<file path="src/rtl/uart_rx_fifo_if.sv">
// Read-path and status bundle between the UART receive FIFO and the APB slave.
// The slave modport is the receiver side; the master modport is the APB register block.
interface uart_rx_fifo_if #(
    parameter int unsigned AW = 3
);
    logic          rd_en;
    logic          clr_err;
    logic [7:0]    rd_data;
    logic          empty;
    logic          full;
    logic [AW:0]   count;
    logic          busy;
    logic          frame_err;
    logic          overrun;

    modport master (
        output rd_en, clr_err,
        input  rd_data, empty, full, count, busy, frame_err, overrun
    );

    modport slave (
        input  rd_en, clr_err,
        output rd_data, empty, full, count, busy, frame_err, overrun
    );
endinterface

</file>
<file path="src/rtl/uart_rx_fifo.sv">
// 8N1 UART receiver feeding a first-word-fall-through byte FIFO.
// Reports FIFO level plus sticky frame-error and overrun flags.
module uart_rx_fifo #(
    parameter int unsigned DIV = 16,
    parameter int unsigned AW  = 3
) (
    input  logic          PCLK,
    input  logic          PRESET,
    input  logic          rx_in,
    uart_rx_fifo_if.slave bus
);
    localparam int unsigned DEPTH     = 1 << AW;
    localparam int unsigned CW        = $clog2(DIV);
    localparam logic [CW-1:0] HALF_LOAD = CW'(DIV / 2 - 1);
    localparam logic [CW-1:0] BIT_LOAD  = CW'(DIV - 1);

    typedef enum logic [1:0] {IDLE, START, DATA, STOP} state_t;

    // Line synchronizer; the third flop holds the previous synchronized value for edge detect
    logic rx_meta, rxs, rxs_d;

    always_ff @(posedge PCLK or posedge PRESET) begin
        if (PRESET) begin
            rx_meta <= 1'b1;
            rxs     <= 1'b1;
            rxs_d   <= 1'b1;
        end else begin
            rx_meta <= rx_in;
            rxs     <= rx_meta;
            rxs_d   <= rxs;
        end
    end

    state_t          state_q, state_d;
    logic [CW-1:0]   cnt_q, cnt_d;
    logic [2:0]      idx_q, idx_d;
    logic [7:0]      shift_q, shift_d;
    logic            stop_ok, stop_bad;
    logic            expire;

    assign expire = (cnt_q == '0);

    always_ff @(posedge PCLK or posedge PRESET) begin
        if (PRESET) begin
            state_q <= IDLE;
            cnt_q   <= '0;
            idx_q   <= '0;
            shift_q <= '0;
        end else begin
            state_q <= state_d;
            cnt_q   <= cnt_d;
            idx_q   <= idx_d;
            shift_q <= shift_d;
        end
    end

    // Receiver next state: sample points fall where the bit counter reaches zero
    always_comb begin
        state_d  = state_q;
        cnt_d    = cnt_q;
        idx_d    = idx_q;
        shift_d  = shift_q;
        stop_ok  = 1'b0;
        stop_bad = 1'b0;
        if (state_q != IDLE && !expire) begin
            cnt_d = cnt_q - CW'(1);
        end
        case (state_q)
            IDLE: begin
                if (rxs_d && !rxs) begin
                    state_d = START;
                    cnt_d   = HALF_LOAD;
                end
            end
            START: begin
                if (expire) begin
                    if (rxs) begin
                        state_d = IDLE;
                    end else begin
                        state_d = DATA;
                        cnt_d   = BIT_LOAD;
                        idx_d   = '0;
                    end
                end
            end
            DATA: begin
                if (expire) begin
                    shift_d[idx_q] = rxs;
                    cnt_d          = BIT_LOAD;
                    if (idx_q == 3'd7) begin
                        state_d = STOP;
                    end else begin
                        idx_d = idx_q + 3'd1;
                    end
                end
            end
            STOP: begin
                if (expire) begin
                    state_d  = IDLE;
                    stop_ok  = rxs;
                    stop_bad = !rxs;
                end
            end
            default: state_d = IDLE;
        endcase
    end

    logic [7:0]    mem [DEPTH];
    logic [AW-1:0] wr_ptr, rd_ptr;
    logic [AW:0]   count_q, count_d;
    logic          empty_q, full_q, busy_q, ferr_q, ovr_q;
    logic          pop, push, drop;

    // A pop in the same cycle frees the slot, so a stop on a full FIFO still lands
    assign pop  = bus.rd_en && !empty_q;
    assign push = stop_ok && (!full_q || pop);
    assign drop = stop_ok && full_q && !pop;

    always_comb begin
        count_d = count_q;
        case ({push, pop})
            2'b10:   count_d = count_q + (AW+1)'(1);
            2'b01:   count_d = count_q - (AW+1)'(1);
            default: count_d = count_q;
        endcase
    end

    always_ff @(posedge PCLK or posedge PRESET) begin
        if (PRESET) begin
            wr_ptr  <= '0;
            rd_ptr  <= '0;
            count_q <= '0;
            empty_q <= 1'b1;
            full_q  <= 1'b0;
            busy_q  <= 1'b0;
            ferr_q  <= 1'b0;
            ovr_q   <= 1'b0;
        end else begin
            if (push) wr_ptr <= wr_ptr + AW'(1);
            if (pop)  rd_ptr <= rd_ptr + AW'(1);
            count_q <= count_d;
            empty_q <= (count_d == '0);
            full_q  <= (count_d == (AW+1)'(DEPTH));
            busy_q  <= (state_d != IDLE);
            ferr_q  <= stop_bad || (ferr_q && !bus.clr_err);
            ovr_q   <= drop || (ovr_q && !bus.clr_err);
        end
    end

    // Storage is not reset; empty_q masks stale contents on rd_data
    always_ff @(posedge PCLK) begin
        if (push) mem[wr_ptr] <= shift_q;
    end

    assign bus.rd_data   = empty_q ? 8'h00 : mem[rd_ptr];
    assign bus.empty     = empty_q;
    assign bus.full      = full_q;
    assign bus.count     = count_q;
    assign bus.busy      = busy_q;
    assign bus.frame_err = ferr_q;
    assign bus.overrun   = ovr_q;
endmodule

</file>
<file path="src/flat_wrapper.sv">
// flat-port wrapper written by rule: the top's interface ports become plain ports
module uart_rx_fifo_flat 
#(
    parameter int unsigned DIV = 16,
    parameter int unsigned AW  = 3
)
  (PCLK, PRESET, rx_in, bus_rd_en, bus_clr_err, bus_rd_data, bus_empty, bus_full, bus_count, bus_busy, bus_frame_err, bus_overrun);
  uart_rx_fifo_if #(.AW(AW)) bus_i ();
  input  logic PCLK;
  input  logic PRESET;
  input  logic rx_in;
  input wire logic [$bits(bus_i.rd_en)-1:0] bus_rd_en;
  input wire logic [$bits(bus_i.clr_err)-1:0] bus_clr_err;
  output wire logic [$bits(bus_i.rd_data)-1:0] bus_rd_data;
  output wire logic [$bits(bus_i.empty)-1:0] bus_empty;
  output wire logic [$bits(bus_i.full)-1:0] bus_full;
  output wire logic [$bits(bus_i.count)-1:0] bus_count;
  output wire logic [$bits(bus_i.busy)-1:0] bus_busy;
  output wire logic [$bits(bus_i.frame_err)-1:0] bus_frame_err;
  output wire logic [$bits(bus_i.overrun)-1:0] bus_overrun;
  assign bus_i.rd_en = bus_rd_en;
  assign bus_i.clr_err = bus_clr_err;
  assign bus_rd_data = bus_i.rd_data;
  assign bus_empty = bus_i.empty;
  assign bus_full = bus_i.full;
  assign bus_count = bus_i.count;
  assign bus_busy = bus_i.busy;
  assign bus_frame_err = bus_i.frame_err;
  assign bus_overrun = bus_i.overrun;
  uart_rx_fifo #(.DIV(DIV), .AW(AW)) u_core (.PCLK(PCLK), .PRESET(PRESET), .rx_in(rx_in), .bus(bus_i));
endmodule
</file>
<file path="config.mk">
export PLATFORM = sky130hd
export DESIGN_NAME = uart_rx_fifo_flat
export DESIGN_NICKNAME = d
export VERILOG_FILES = /design/src/rtl/uart_rx_fifo_if.sv /design/src/rtl/uart_rx_fifo.sv /design/src/flat_wrapper.sv
export SDC_FILE = /design/constraint.sdc
export NUM_CORES = 1
export LEC_CHECK = 0
export ABC_AREA = 0
export CAP_MARGIN = 10
export CORE_UTILIZATION = 40
export DETAILED_ROUTE_END_ITERATION = 6
export MAX_ROUTING_LAYER = met4
export SLEW_MARGIN = 20
export SYNTH_ARGS = -nofsm -noshare
export SYNTH_HDL_FRONTEND = slang
export SYNTH_SLANG_ARGS = --single-unit
</file>
<file path="constraint.sdc">
create_clock -name PCLK -period 4.6 [get_ports PCLK]
set_clock_uncertainty 0.15 [all_clocks]
set_input_delay 0.69 -clock PCLK [delete_from_list [all_inputs] [get_ports PCLK]]
set_output_delay 0.69 -clock PCLK [all_outputs]
set_load 0.02 [all_outputs]
</file>
==> results of run 1 <==
-- critical path, stage by stage (launching register included) --
cell,delay [ps]
dfrtp_1,810
buf_4,330
mux4_2,530
mux2i_1,140
nor2_1,50
clkdlybuf4s50_1,530
-- final timing paths --
check	cells past startpoint	start	end
setup / recovery	5	u_core.rd_ptr[0]	bus_rd_data[0]
hold / removal	0	u_core.rx_meta	u_core.rxs
setup reg to reg	10	u_core.cnt_q[0]	u_core.bus.empty
hold reg to reg	0	u_core.rx_meta	u_core.rxs
max in group asynchronous	3	PRESET	u_core.rxs_d
min in group asynchronous	3	PRESET	u_core.cnt_q[2]
-- metrics by stage --
stage / utilization / area (µm²)
after detailed placement: 0.453 / 4700
after global placement: 0.453 / 4700
final: 0.474 / 4910
after floorplan: - / 4310
after CTS: 0.474 / 4910
after global routing: 0.474 / 4910
-- logic make-up after synthesis --
| kind of cell | count (synthesis) |
|---|---|
| buffers and inverters | 25 |
| adder cells (fa/ha/maj) | 13 |
| AND/OR/NAND/NOR | 69 |
| multiplexers | 38 |
| flip-flops | 99 |
| XOR/XNOR | 8 |
| AO/OA/AOI/OAI | 28 |
-- Yosys cell counts (all sizes together) (4+ instances only) --
| library cell | n |
|---|---|
| nor2b | 4 |
| a21oi | 5 |
| nor2 | 15 |
| ha | 13 |
| clkbuf | 5 |
| buf | 4 |
| o21ai | 7 |
| dfrtp | 31 |
| nand3 | 7 |
| dfstp | 4 |
| inv | 16 |
| mux2 | 11 |
| mux2i | 11 |
| nand2b | 5 |
| nand2 | 13 |
| xnor2 | 7 |
| nor3 | 10 |
| edfxtp | 64 |
| mux4 | 16 |
-- layer usage --
metal	vias to the layer above	track usage	routed length (µm)
met3	10	0.0260	257
met2	35	0.250	3780
met5	-	-	0
met1	1180	0.183	3330
met4	0	0.0565	95
li1	1105	-	-
-- registers in the layout, summed over array words and instances (netlist names) --
register,count
u_core.mem,64
u_core.shift_q,8
u_core.bus.count,4
u_core.cnt_q,4
u_core.idx_q,3
u_core.rd_ptr,3
u_core.wr_ptr,3
u_core.state_q,2
u_core.bus.busy,1
u_core.bus.empty,1
u_core.bus.frame_err,1
u_core.bus.full,1
u_core.bus.overrun,1
u_core.rx_meta,1
u_core.rxs,1
u_core.rxs_d,1
-- layout by cell type, fill, tap and decap left out, drive strengths merged, types with 10 or more instances in the layout --
cell	synthesis	layout
nor2	15	15
clkbuf	5	11
mux2	11	11
ha	13	13
inv	16	17
clkdlybuf4s50	0	21
edfxtp	64	64
mux4	16	16
nand2	13	13
mux2i	11	11
nor3	10	10
dfrtp	31	31
-- power by group through the flow --
stage / clock, mW / sequential (mW) / combinational (mW)
final: 0.605 / 1.20 / 0.841
after global routing: 0.655 / 1.22 / 0.923
after CTS: 0.621 / 1.21 / 0.852
after detailed placement: 0 / 1.23 / 0.850
after global placement: 0 / 1.22 / 0.838
after floorplan: 0 / 1.15 / 0.641
-- area by class of cell --
type / count / share of cell area
Multi-Input combinational cell: 156 / 0.287
Tap cell: 136 / 0.0346
Clock buffer: 11 / 0.0267
Timing Repair Buffer: 27 / 0.0519
Inverter: 16 / 0.0122
Sequential cell: 99 / 0.570
Clock inverter: 5 / 0.0173
==> flow_summary.yaml, run 1 <==
status:
  status: "finished, final reports clean"
drt:
  vias_per_cell: 5.18
  routedWlPerCell_um: 16.6
  final_antenna_net_count: 0
  routed_wl_um: 7460
  via_count: 2330
  remaining_drc_errors: 0
  drtPass1Iterations: 4
  drt-initial-drc-count: 121
yosys:
  ys_seq_elements: 99
  synth_compound_area_frac: 0.0490
  synthesis.nets: 298
  synth_adder_area_share: 0.0377
  synth_area_leader_cell: "edfxtp_1"
  yosys.area_share.xor_xnor: 0.0162
  async_flop_share: 0.354
  synth_top_family_by_area: "multiplexers"
  syn_area_um2: 4310
  synth_edf_count: 64
  yosys.area_share.simple: 0.0861
  synth_area_leaders: "edfxtp_1, dfrtp_1, mux4_2"
  muxShareOfSynthArea: 0.138
  synth_top_area_frac: 0.445
  syn_area_per_cell_um2: 15.4
  ys_seq_area_frac: 0.650
  yosysWarnings: 0
  synthFlopType: "edfxtp_1"
  postSynthCellCount: 280
  synth.distinct_cells: 50
clock_tree:
  cts-resized-gates: 0
  post-cts-setup-buffers: 0
  holdBufCountCts: 0
  htreeDepth: 3
  cts_root_buf: "clkbuf_8"
  numCtsBuffers: 9
  cts_buffer_depth: 2
  cts_tree: "yes"
  clk_latency_ps: 360
  clkSinkCount: 99
  path_clk_slew_ps: 100
place:
  hpwl_um: 5000
  dp_cells: 434
  io_buffers: 21
  pre_cts_ws_ps: 1040
  globalplace.congestion: 0.765
timing:
  fin_tns_setup_ps: 0
  worstMarginPinSlew_ps: 898
  setup_ws_ps: 986
  period_share: 0.786
  hold_viol: 0
  drv_slew: 0
  rsz0062_at_grt: "no"
  relSlewSlack: 0.399
  post-route-min-period_ps: 3610
  fmax_mhz: 277
  finalSetupViolations: 0
  hold-worst-slack_ps: 211
pwr:
  vdd_ir_drop_max_mv: 0.223
  intPower_mw: 1.79
  pwr-share-comb: 0.318
  p_leak_nw: 1.80
  p_per_area_nw_per_um2: 539
  sw_frac_of_total: 0.322
  finalPower_mw: 2.65
  p_switching_mw: 0.853
  clkPwrFrac: 0.228
  p_seq_frac: 0.454
worst_setup_path:
  rrSetupSlack_ps: 1330
  crit_fanout: 11
  worst_ep_arrival_time_ps: 2770
  worstSetupPathType: "reg -> out"
  critPathCaptureType: "output port"
  critPathLaunchType: "flop"
  cp_data_required_time_ps: 3760
layout:
  regArea_um2: 2800
  drive_gt1_frac: 0.191
  nFillCells: 925
  multi_input_area_um2: 1410
  antennaDiodeCount: 0
  stdcell_count: 450
  nets: 327
  area_growth_pct: 13.9
global_route:
  grt_pass1_vias: 2391
  grt_antenna_before_repair: 0
  grt_overflow: 0
  grt_usage: 0.150
  grt_first_pass_wirelength_um: 12200
  grt_max_degree: 36
die:
  die_h_um: 106
  die_w_um: 106
  initial_core_util: 0.416
  rows: 37
  core_um2: 10400
  dieArea_um2: 11200
  io_pins: 22
worst_hold_path:
  min_path_type: "reg -> reg"
run:
  max-cap-violations: 0
Note: power is estimated with default switching activity, not from simulation.
==> run 2, diff against run 1 <==
==> constraint.sdc (replaced) <==
create_clock -name PCLK -period 3.35 [get_ports PCLK]
set_clock_uncertainty 0.15 [all_clocks]
set_input_delay 0.5025 -clock PCLK [delete_from_list [all_inputs] [get_ports PCLK]]
set_output_delay 0.5025 -clock PCLK [all_outputs]
set_load 0.02 [all_outputs]
==> run 2 against run 1 <==
Sequential cell count unchanged; combinational power up 47%; non-clock buffer count up 10; register-to-register slack worse by 1100 ps; sequential share of layout area down 0.40 points; die area unchanged; cell area up 0.71%; first-iteration DRC count down 16%; setup slack worse by 770 ps; via count up 1.2%; final cell count up 2.2%; critical endpoint is now u_core.bus.empty; highest routed layer unchanged.
==> flow_summary.yaml, run 2 (same netlist as run 1, synthesis figures left out) <==
worst_setup_path:
  worst_ep_arrival_time_ps: 3250
  rrSetupSlack_ps: 220
  reg2reg_depth: 10
  worstReg2RegStart: "u_core.cnt_q[0]"
  critPathCaptureType: "flop"
  critPathLaunchType: "flop"
  cp_data_required_time_ps: 3470
  crit_fanout: 9
  r2r-end: "u_core.bus.empty"
  worstSetupPathType: "reg -> reg"
run:
  max-cap-violations: 0
timing:
  fmax_mhz: 319
  worstMarginPinSlew_ps: 580
  relSlewSlack: 0.613
  finalSetupViolations: 0
  hold_viol: 0
  drv_slew: 0
  setup_ws_ps: 215
  period_share: 0.936
  post-route-min-period_ps: 3130
  fin_tns_setup_ps: 0
  rsz0062_at_grt: "no"
  hold-worst-slack_ps: 211
pwr:
  p_leak_nw: 1.84
  vdd_ir_drop_max_mv: 0.360
  p_per_area_nw_per_um2: 711
  finalPower_mw: 3.52
clock_tree:
  cts_tree: "yes"
  cts_root_buf: "clkbuf_8"
  post-cts-setup-buffers: 0
  clk_latency_ps: 360
  cts_buffer_depth: 2
  cts-resized-gates: 0
  path_clk_slew_ps: 90
  numCtsBuffers: 9
  holdBufCountCts: 0
  clkSinkCount: 99
  htreeDepth: 3
layout:
  top_register: "u_core.mem"
  layout_common_cells: "edfxtp_1, dfrtp_1, clkdlybuf4s50_1, mux4_2, buf_4"
  nets: 337
  largest_reg_flops: 64
  reg_top3: "u_core.mem: 64 flops, u_core.shift_q: 8 flops"
  drive_gt1_frac: 0.219
  area_growth_pct: 14.7
  antennaDiodeCount: 0
  mostFrequentLayoutCell: "edfxtp_1"
drt:
  routedWlPerCell_um: 16.4
  vias_per_cell: 5.13
  via_count: 2359
  drt-initial-drc-count: 102
  final_antenna_net_count: 0
  remaining_drc_errors: 0
  routed_wl_um: 7560
  drtPass1Iterations: 4
place:
  hpwl_um: 5090
  globalplace.congestion: 0.756
  pre_cts_ws_ps: 116
  io_buffers: 21
die:
  die_h_um: 106
  dieArea_um2: 11200
  initial_core_util: 0.416
  die_w_um: 106
  core_um2: 10400
  rows: 37
  io_pins: 22
worst_hold_path:
  hold_depth: 0
  holdCritStartpoint: "u_core.rx_meta"
  whs_endpoint: "u_core.rxs"
  min_path_type: "reg -> reg"
global_route:
  grt_max_degree: 36
  grt_pass1_vias: 2435
  grt_usage: 0.153
  grt_overflow: 0
  grt_antenna_before_repair: 0
  grt_first_pass_wirelength_um: 12500
status:
  status: "finished, final reports clean"
==> run 2: where the power goes <==
| group | total (mW) | internal (mW) | leakage (nW) | switching, mW |
|---|---|---|---|---|
| Clock | 0.701 | 0.291 | 0.0905 | 0.410 |
| Combinational | 1.24 | 0.637 | 0.730 | 0.607 |
| Sequential | 1.58 | 1.42 | 1.02 | 0.160 |
| Total | 3.52 | 2.34 | 1.84 | 1.18 |
==> run 2: final cells by class <==
cell class / instances / area, µm²
fillers: 906 / 5420
clock inverters: 6 / 38.8
inverters: 16 / 60.1
clock buffers: 10 / 138
repair buffers: 37 / 330
multi-input cells: 156 / 1410
flip-flops and latches: 99 / 2800
well taps: 136 / 170
==> run 2: metal layers <==
metal  GRT usage  routed length [µm]  part of all wire  vias up
met5           -                   0                 0        -
met2       0.241                3640              0.48       23
li1            -                   -                 -     1125
met1       0.198                3660              0.48     1202
met3      0.0229                 119             0.016        9
met4      0.0694                 130             0.017        0
==> run 2: critical path: stages (launching register included) <==
cell	delay [ps]
dfrtp_1	410
inv_1	90
ha_1	180
nor3b_4	420
o2111ai_4	180
ha_1	290
xor2_1	180
ha_1	270
mux2_2	280
a2111o_1	370
a211oi_1	230
==> run 2: how the worst max path moves through the flow <==
stage / depth (start not counted) / slack [ps] / from / end
after detailed placement: 10 / 120 / bus_rd_en / u_core.bus.empty
after global routing: 10 / 40 / u_core.cnt_q[0] / u_core.bus.empty
final: 10 / 220 / u_core.cnt_q[0] / u_core.bus.empty
after CTS: 10 / 200 / u_core.cnt_q[0] / u_core.bus.empty
after floorplan: 10 / 330 / u_core.bus.empty / u_core.bus.empty
after global placement: 10 / 180 / bus_rd_en / u_core.bus.empty
==> run 2: metrics by stage <==
step	instances	area, µm²	utilization
detailed placement	444	4770	0.460
finish	460	4950	0.477
global route	460	4950	0.477
global placement	444	4770	0.460
floorplan	280	4310	-
CTS	460	4950	0.477
